**src/rtl/reg_share_arbiter.sv**
```systemverilog
// reg_share_arbiter: round-robin arbiter and write sequencer for one shared
// W-bit register. A requester is granted in IDLE, its lane is loaded on the
// GRANT->WRITE edge (if it still requests), then ack pulses for one cycle and
// priority rotates to the requester after the one that wrote.
//
// Handshake: req is a level held until ack (or withdrawn); gnt is registered
// and one-hot or zero; ack is a one-cycle pulse that only ever coincides with
// the matching gnt bit. Dropping req while granted aborts the write.
module reg_share_arbiter #(
   parameter int N  = 4,
   parameter int W  = 8,
   parameter int IW = $clog2(N)
) (
   input  logic           CLK,
   input  logic           CLR,
   input  logic [N-1:0]   req,
   input  logic [N*W-1:0] wdata,
   output logic [N-1:0]   gnt,
   output logic [N-1:0]   ack,
   output logic [W-1:0]   Q,
   output logic           busy,
   output logic [IW-1:0]  owner
);

   typedef enum logic [1:0] {
      IDLE  = 2'd0,
      GRANT = 2'd1,
      WRITE = 2'd2
   } state_t;

   state_t        state, state_nxt;
   logic [IW-1:0] ptr, ptr_nxt;        // first index scanned at next IDLE
   logic [IW-1:0] sel, sel_nxt;        // index of the currently granted lane
   logic [N-1:0]  gnt_nxt, ack_nxt;
   logic [W-1:0]  q_nxt;
   logic [IW-1:0] owner_nxt;
   logic [IW-1:0] pick;                // rotating-priority winner of req
   logic          found;

   assign busy = (state != IDLE);

   // Rotating priority scan: lowest offset from ptr (modulo N) wins.
   always_comb begin
      pick  = '0;
      found = 1'b0;
      for (int k = N - 1; k >= 0; k--) begin
         int idx;
         idx = int'(ptr) + k;
         if (idx >= N) idx = idx - N;
         if (req[idx]) begin
            pick  = idx[IW-1:0];
            found = 1'b1;
         end
      end
   end

   // Next-state and next-output logic for the IDLE/GRANT/WRITE sequencer.
   always_comb begin
      state_nxt = state;
      ptr_nxt   = ptr;
      sel_nxt   = sel;
      gnt_nxt   = gnt;
      ack_nxt   = ack;
      q_nxt     = Q;
      owner_nxt = owner;
      case (state)
         IDLE: begin
            ack_nxt = '0;
            gnt_nxt = '0;
            if (found) begin
               gnt_nxt[pick] = 1'b1;
               sel_nxt       = pick;
               state_nxt     = GRANT;
            end
         end
         GRANT: begin
            if (req[sel]) begin
               q_nxt        = wdata[int'(sel)*W +: W];
               ack_nxt      = '0;
               ack_nxt[sel] = 1'b1;
               owner_nxt    = sel;
               ptr_nxt      = (int'(sel) == N - 1) ? '0 : IW'(int'(sel) + 1);
               state_nxt    = WRITE;
            end else begin
               // Requester withdrew: abort without touching Q, ptr or owner.
               gnt_nxt   = '0;
               state_nxt = IDLE;
            end
         end
         WRITE: begin
            ack_nxt   = '0;
            gnt_nxt   = '0;
            state_nxt = IDLE;
         end
         default: begin
            ack_nxt   = '0;
            gnt_nxt   = '0;
            state_nxt = IDLE;
         end
      endcase
   end

   // State, shared register and registered outputs; CLR clears all at once.
   always_ff @(posedge CLK or posedge CLR) begin
      if (CLR) begin
         state <= IDLE;
         ptr   <= '0;
         sel   <= '0;
         gnt   <= '0;
         ack   <= '0;
         Q     <= '0;
         owner <= '0;
      end else begin
         state <= state_nxt;
         ptr   <= ptr_nxt;
         sel   <= sel_nxt;
         gnt   <= gnt_nxt;
         ack   <= ack_nxt;
         Q     <= q_nxt;
         owner <= owner_nxt;
      end
   end

endmodule

```
**config.mk**
```make
export PLATFORM = sky130hd
export DESIGN_NAME = reg_share_arbiter
export DESIGN_NICKNAME = d
export VERILOG_FILES = /design/src/rtl/reg_share_arbiter.sv
export SDC_FILE = /design/constraint.sdc
export NUM_CORES = 1
export LEC_CHECK = 0
export CAP_MARGIN = 20
export CORE_MARGIN = 10
export CORE_UTILIZATION = 41
export CTS_CLUSTER_SIZE = 28
export DETAILED_ROUTE_END_ITERATION = 8
export PLACE_DENSITY = 0.85
export RECOVER_POWER = 25
export SYNTH_ARGS = -nofsm -noshare
export SYNTH_HDL_FRONTEND = slang
export SYNTH_SLANG_ARGS = --single-unit
```
**constraint.sdc**
```tcl
create_clock -name CLK -period 2.4 [get_ports CLK]
set_clock_uncertainty 0.2 [all_clocks]
set_input_delay 0.48 -clock CLK [delete_from_list [all_inputs] [get_ports CLK]]
set_output_delay 0.48 -clock CLK [all_outputs]
set_load 0.01 [all_outputs]
```
== Yosys cells after proc, flatten, opt, wreduce, memory -nomap -nowiden ==
Index checks and enable logic that the tools add are counted.
Cells by class
  muxes and demuxes: 39
  reduce and logical (&&, ||, !) cells: 6
  shift-type cells: 1
  equality and inequality tests: 5
  add/sub/neg operators: 8
  $lt $le $gt $ge: 12
Operator list (count)
  less-than comparator 32 x 4 -> 1 bit, second input constant: 4
  two-way mux 32 bit: 4
  indexed part select 32 x 6 -> 8 bit: 1
  two-way mux 4 bit: 4
  two-way mux 1 bit: 15
  two-way mux 2 bit: 7
  subtractor 3 x 3 -> 4 bit, second input constant: 3
  binary-select mux 1 bit (select 2 bit): 5
  >= comparator 3 bit, second input constant: 3
  one-hot mux 4 bit (2 select lines): 1
  adder 2 x 2 -> 3 bit, second input constant: 2
  less-than comparator 2 x 3 -> 1 bit, second input constant: 2
  != test 2 bit, second input constant: 3
  demux 1 bit (select 2 bit): 2
  == test 2 x 1 -> 1 bit, second input constant: 2
  >= comparator 2 x 1 -> 1 bit, second input constant: 2
  one-hot mux 2 bit (2 select lines): 1
  AND reduction 2 bit: 2
  subtractor 2 x 3 -> 4 bit, second input constant: 1
  adder 2 x 1 -> 3 bit, second input constant: 1
  >= comparator 2 x 3 -> 1 bit, second input constant: 1
  adder 2 x 1 -> 2 bit, second input constant: 1
  logical AND 1 bit: 2
  zero test 2 bit: 1
  nonzero test 2 bit: 1
Storage, ports and cells
  logic and storage cells: 78
  input bits: 38
  output and inout bits: 19
  register bits after elaboration: 24

== Logic depth before layout (Yosys ltp) ==
  word-level depth: 16
  depth in mapped cells: 7
  gate-level depth less buffers: 5

== Least setup slack after synthesis ==
Ideal clock, no wire load.
  path type: input-to-reg
  from: input port req[3]
  to: register ptr[1]
  slack: 0.641 ns
  data required time: 2.084 ns
  path buffers: 1
  stages: 6
  setup time: 0.116 ns
  arrival: 1.442 ns
  path through: mux4_2 -> nand3b_4 -> inv_2 -> buf_6 -> nand2_1 -> nand2_1
Between the ends
  longest elaborated chain between the ends: 3
RTL lines
  from (decl): line 16  | input logic [N-1:0] req,
  binary-select mux 1 bit (select 2 bit): line 77  | if (req[sel]) begin
  two-way mux 1 bit (implied by the code): line 77
  AND reduction 2 bit (no source line)
  to (signal assigned): line 115  | ptr <= ptr_nxt;
  to (decl): line 32  | logic [IW-1:0] ptr, ptr_nxt;
Every way passes these cells. The select of a mux whose other input is x is not followed.
A chain may end at the register's enable or synchronous reset.

== Final worst setup path ==
  from: register state[0]
  to: output port busy
Between the ends
  longest elaborated chain between the ends: 1
RTL lines
  from (decl): line 31  | state_t state, state_nxt;
  from (signal assigned): line 114  | state <= state_nxt;
  nonzero test 2 bit: line 40  | assign busy = (state != IDLE);
  to (decl): line 21  | output logic busy,
Every way passes these cells.

==> impl_metrics.csv <==
group,metric,value,unit
clock_tree,cts_setup_buffers,0,
timing,min_period,2245,ps
final_layout,finalNonFillerCells,203,
setup_path,r2r-start,"sel[1]",
setup_path,critPathMaxStageDelay,490,ps
timing,slew_headroom,0.1870,
setup_path,cp.arrival,1560,ps
synth,synthDistinctLibCells,26,
timing,fmax,445.5,MHz
route,wl_per_cell,16.84,µm
placement,dp.cells,200,
route,via_per_inst,5.310,
final_layout,syn_to_final_growth,49.02,%
final_layout,final_area,1894,µm²
clock_tree,postCtsHoldBufs,0,
synth,synth_area,1271,µm²
setup_path,cp_cell_sequence,"or2_2 -> clkdlybuf4s50_1",
setup_path,critical_path.startpoint_type,"flip-flop",
synth,ys_ff_latch,24,
power,vdd.ir_drop.worst,517.1,µV
clock_tree,clk_pin_slew,130,ps
global_route,grt_first_pass_wirelength,5.775,mm
global_route,grt_usage,0.1327,
final_layout,diodes,0,
setup_path,critPathMaxFanout,3,
clock_tree,htree_num_levels,1,
setup_path,critPathKind,"reg -> out",
power,power_density,1106,nW/µm²
route,drcViolationCount,0,
floorplan,die_area,5727,µm²
timing,setup_violations,0,
route,first_iter_violations,18,
clock_tree,cts_tree,"yes",
timing,timing.hold.ws,297.8,ps
timing,setup_tns,0,ps
global_route,grt_antenna_before_repair,0,
route,ant_nets,0,
setup_path,slowest_stage,"clkdlybuf4s50_1",
final_layout,nFillCells,232,
global_route,grt_start_max_net_pins,25,
clock_tree,clkLatencyLatePin,310,ps
global_route,overflow,0,
timing,worst_pin_slew,1220,ps
route,first_pass_iters,4,
timing,hold_viol,0,
global_route,grt_pass1_vias,1278,
timing,timing.final.crit_share,0.9353,
placement,io_buffers,56,
setup_path,cp-startpoint,"state[0]",
final_layout,drive_gt1_frac,0.1176,
floorplan,fp.dieH,75.68,µm
clock_tree,cts_inserted_buffers,3,
floorplan,pin_count,57,
setup_path,critPathRequiredTime,1720,ps
route,vias,1078,
synth,synth_nets,153,
timing,drv_slew,0,
placement,place_congestion,0.7388,
synth,syn_area_per_cell,11.45,µm²
clock_tree,clockRootBuffer,"clkbuf_4",
clock_tree,clock_sinks,24,
synth,synthCells,111,
synth,yosys_warnings,0,
setup_path,critPathCaptureType,"output port",
synth,yosysSeqAreaShare,0.4724,
route,wl,3.418,mm
final_layout,final_util,0.6308,
floorplan,rows,20,
placement,place_area,1876,µm²
worst_hold_path,hold_start,"Q[3]",
placement,dp_hpwl,2.908,mm
clock_tree,cts_resized,0,
worst_hold_path,hold_class,"reg -> reg",
outcome,run_status,"complete, no violations",
timing,rsz0062_at_grt,"no",
final_layout,nNetsFinal,214,
floorplan,coreArea,3003,µm²
floorplan,start_util,0.4233,
power,p_leak,0.8510,nW
clock_tree,clk_path_buf_depth,2,
floorplan,fp.dieW,75.68,µm
run,cap_violations,0,
-- state kept, by name (all words and copies together) (netlist names) --
name / cells
sel: 2
state: 2
ack: 4
owner: 2
Q: 8
gnt: 4
ptr: 2
-- path summary, 6_finish.rpt --
path                          end  slack [ps]  depth (start not counted)
setup reg to reg           gnt[2]         540                          4
min in group asynchronous    Q[1]         780                          3
max in group asynchronous  gnt[3]         490                          3
hold reg to reg              Q[3]         300                          2
hold / removal               Q[3]         300                          2
setup / recovery             busy         160                          2
-- worst max-delay path: cells and delay by family (launching register included) --
kind                   cells  cell delay, ps
AND/OR/NAND/NOR            1             320
flip-flops                 1             440
buffers and inverters      1             490
-- stage by stage --
stage          worst slack (ps)  total power (W)
3_5_place_dp              108.1         0.001951
2_1_floorplan             641.3         0.001444
3_3_place_gp              163.8         0.001902
5_1_grt                   88.76         0.002256
6_report                  155.3         0.002096
4_1_cts                   145.8         0.002121
-- cells in the final DEF (no fill, tap or decap) --
master            n
a21oi_1           3
clkdlybuf4s50_1  55
inv_2             1
buf_4             4
o21a_1            1
nand2_1          30
nor3_1            1
dlygate4sd3_1     1
nor2_2            1
o21ai_0           3
inv_1             4
nand2b_1          1
clkbuf_1          1
ha_1              4
nor4_1            1
or3_1             2
o22ai_1           1
a32o_1            4
nor2_1            5
dfrtp_1          24
nor3b_1           1
nand3b_4          1
or2_2             1
clkbuf_4          3
mux2i_1           7
mux4_2            9
o22a_1            1
-- synthesized netlist by cell type --
library cell / n / area, µm²
nand2_1: 30 / 112.6
dfrtp_1: 24 / 600.6
mux4_2: 9 / 202.7
mux2i_1: 7 / 70.07
nor2_1: 5 / 18.77
a32o_1: 4 / 40.04
ha_1: 4 / 50.05
inv_1: 4 / 15.01
a21oi_1: 3 / 15.01
o21ai_0: 3 / 15.01
buf_4: 2 / 15.01
or3_1: 2 / 12.51
buf_2: 1 / 5.000
buf_6: 1 / 11.26
clkbuf_1: 1 / 3.750
inv_2: 1 / 3.750
nand2b_1: 1 / 6.260
nand3b_4: 1 / 20.02
nor2_2: 1 / 6.260
nor3_1: 1 / 5.000
nor3b_1: 1 / 7.510
nor4_1: 1 / 6.260
o21a_1: 1 / 7.510
o22a_1: 1 / 8.760
o22ai_1: 1 / 6.260
or2_2: 1 / 6.260
-- cell type report --
class	count	area (µm²)	share of cell area
sequential	24	600.6	0.3170
clock buffer	3	22.52	0.01189
tap	33	41.29	0.02180
timing repair buffer	61	594.3	0.3137
multi-input combinational	77	616.8	0.3256
inverter	5	18.77	0.009908
-- where the power goes --
part,internal (W),switching (W),leakage [nW]
clock,0.0000586,0.000112,0.0138
sequential,0.000582,0.000151,0.308
combinational,0.000648,0.000545,0.529
total,0.00129,0.000807,0.851
-- kinds of logic (layout without fill, tap and decap cells) --
| kind of cell | Yosys count | after routing | share of synthesized area |
|---|---|---|---|
| DFF | 24 | 24 | 0.4724 |
| adders and majority gates | 4 | 4 | 0.03937 |
| buffers and inverters | 10 | 69 | 0.04231 |
| muxes | 16 | 16 | 0.2146 |
| and+or+nand+nor | 44 | 44 | 0.1585 |
| AOI/OAI and AO/OA | 13 | 13 | 0.07284 |
-- metal layers --
metal	global-route usage	wire length (µm)	vias up	share of wire
met1	0.1272	1313	514	0.38
met3	0.09245	511	2	0.15
li1	-	-	511	-
met5	0	0	-	0
met4	0.04330	19	0	0.0056
met2	0.2219	1573	51	0.46
No activity file was read; power rests on OpenSTA's default activity.
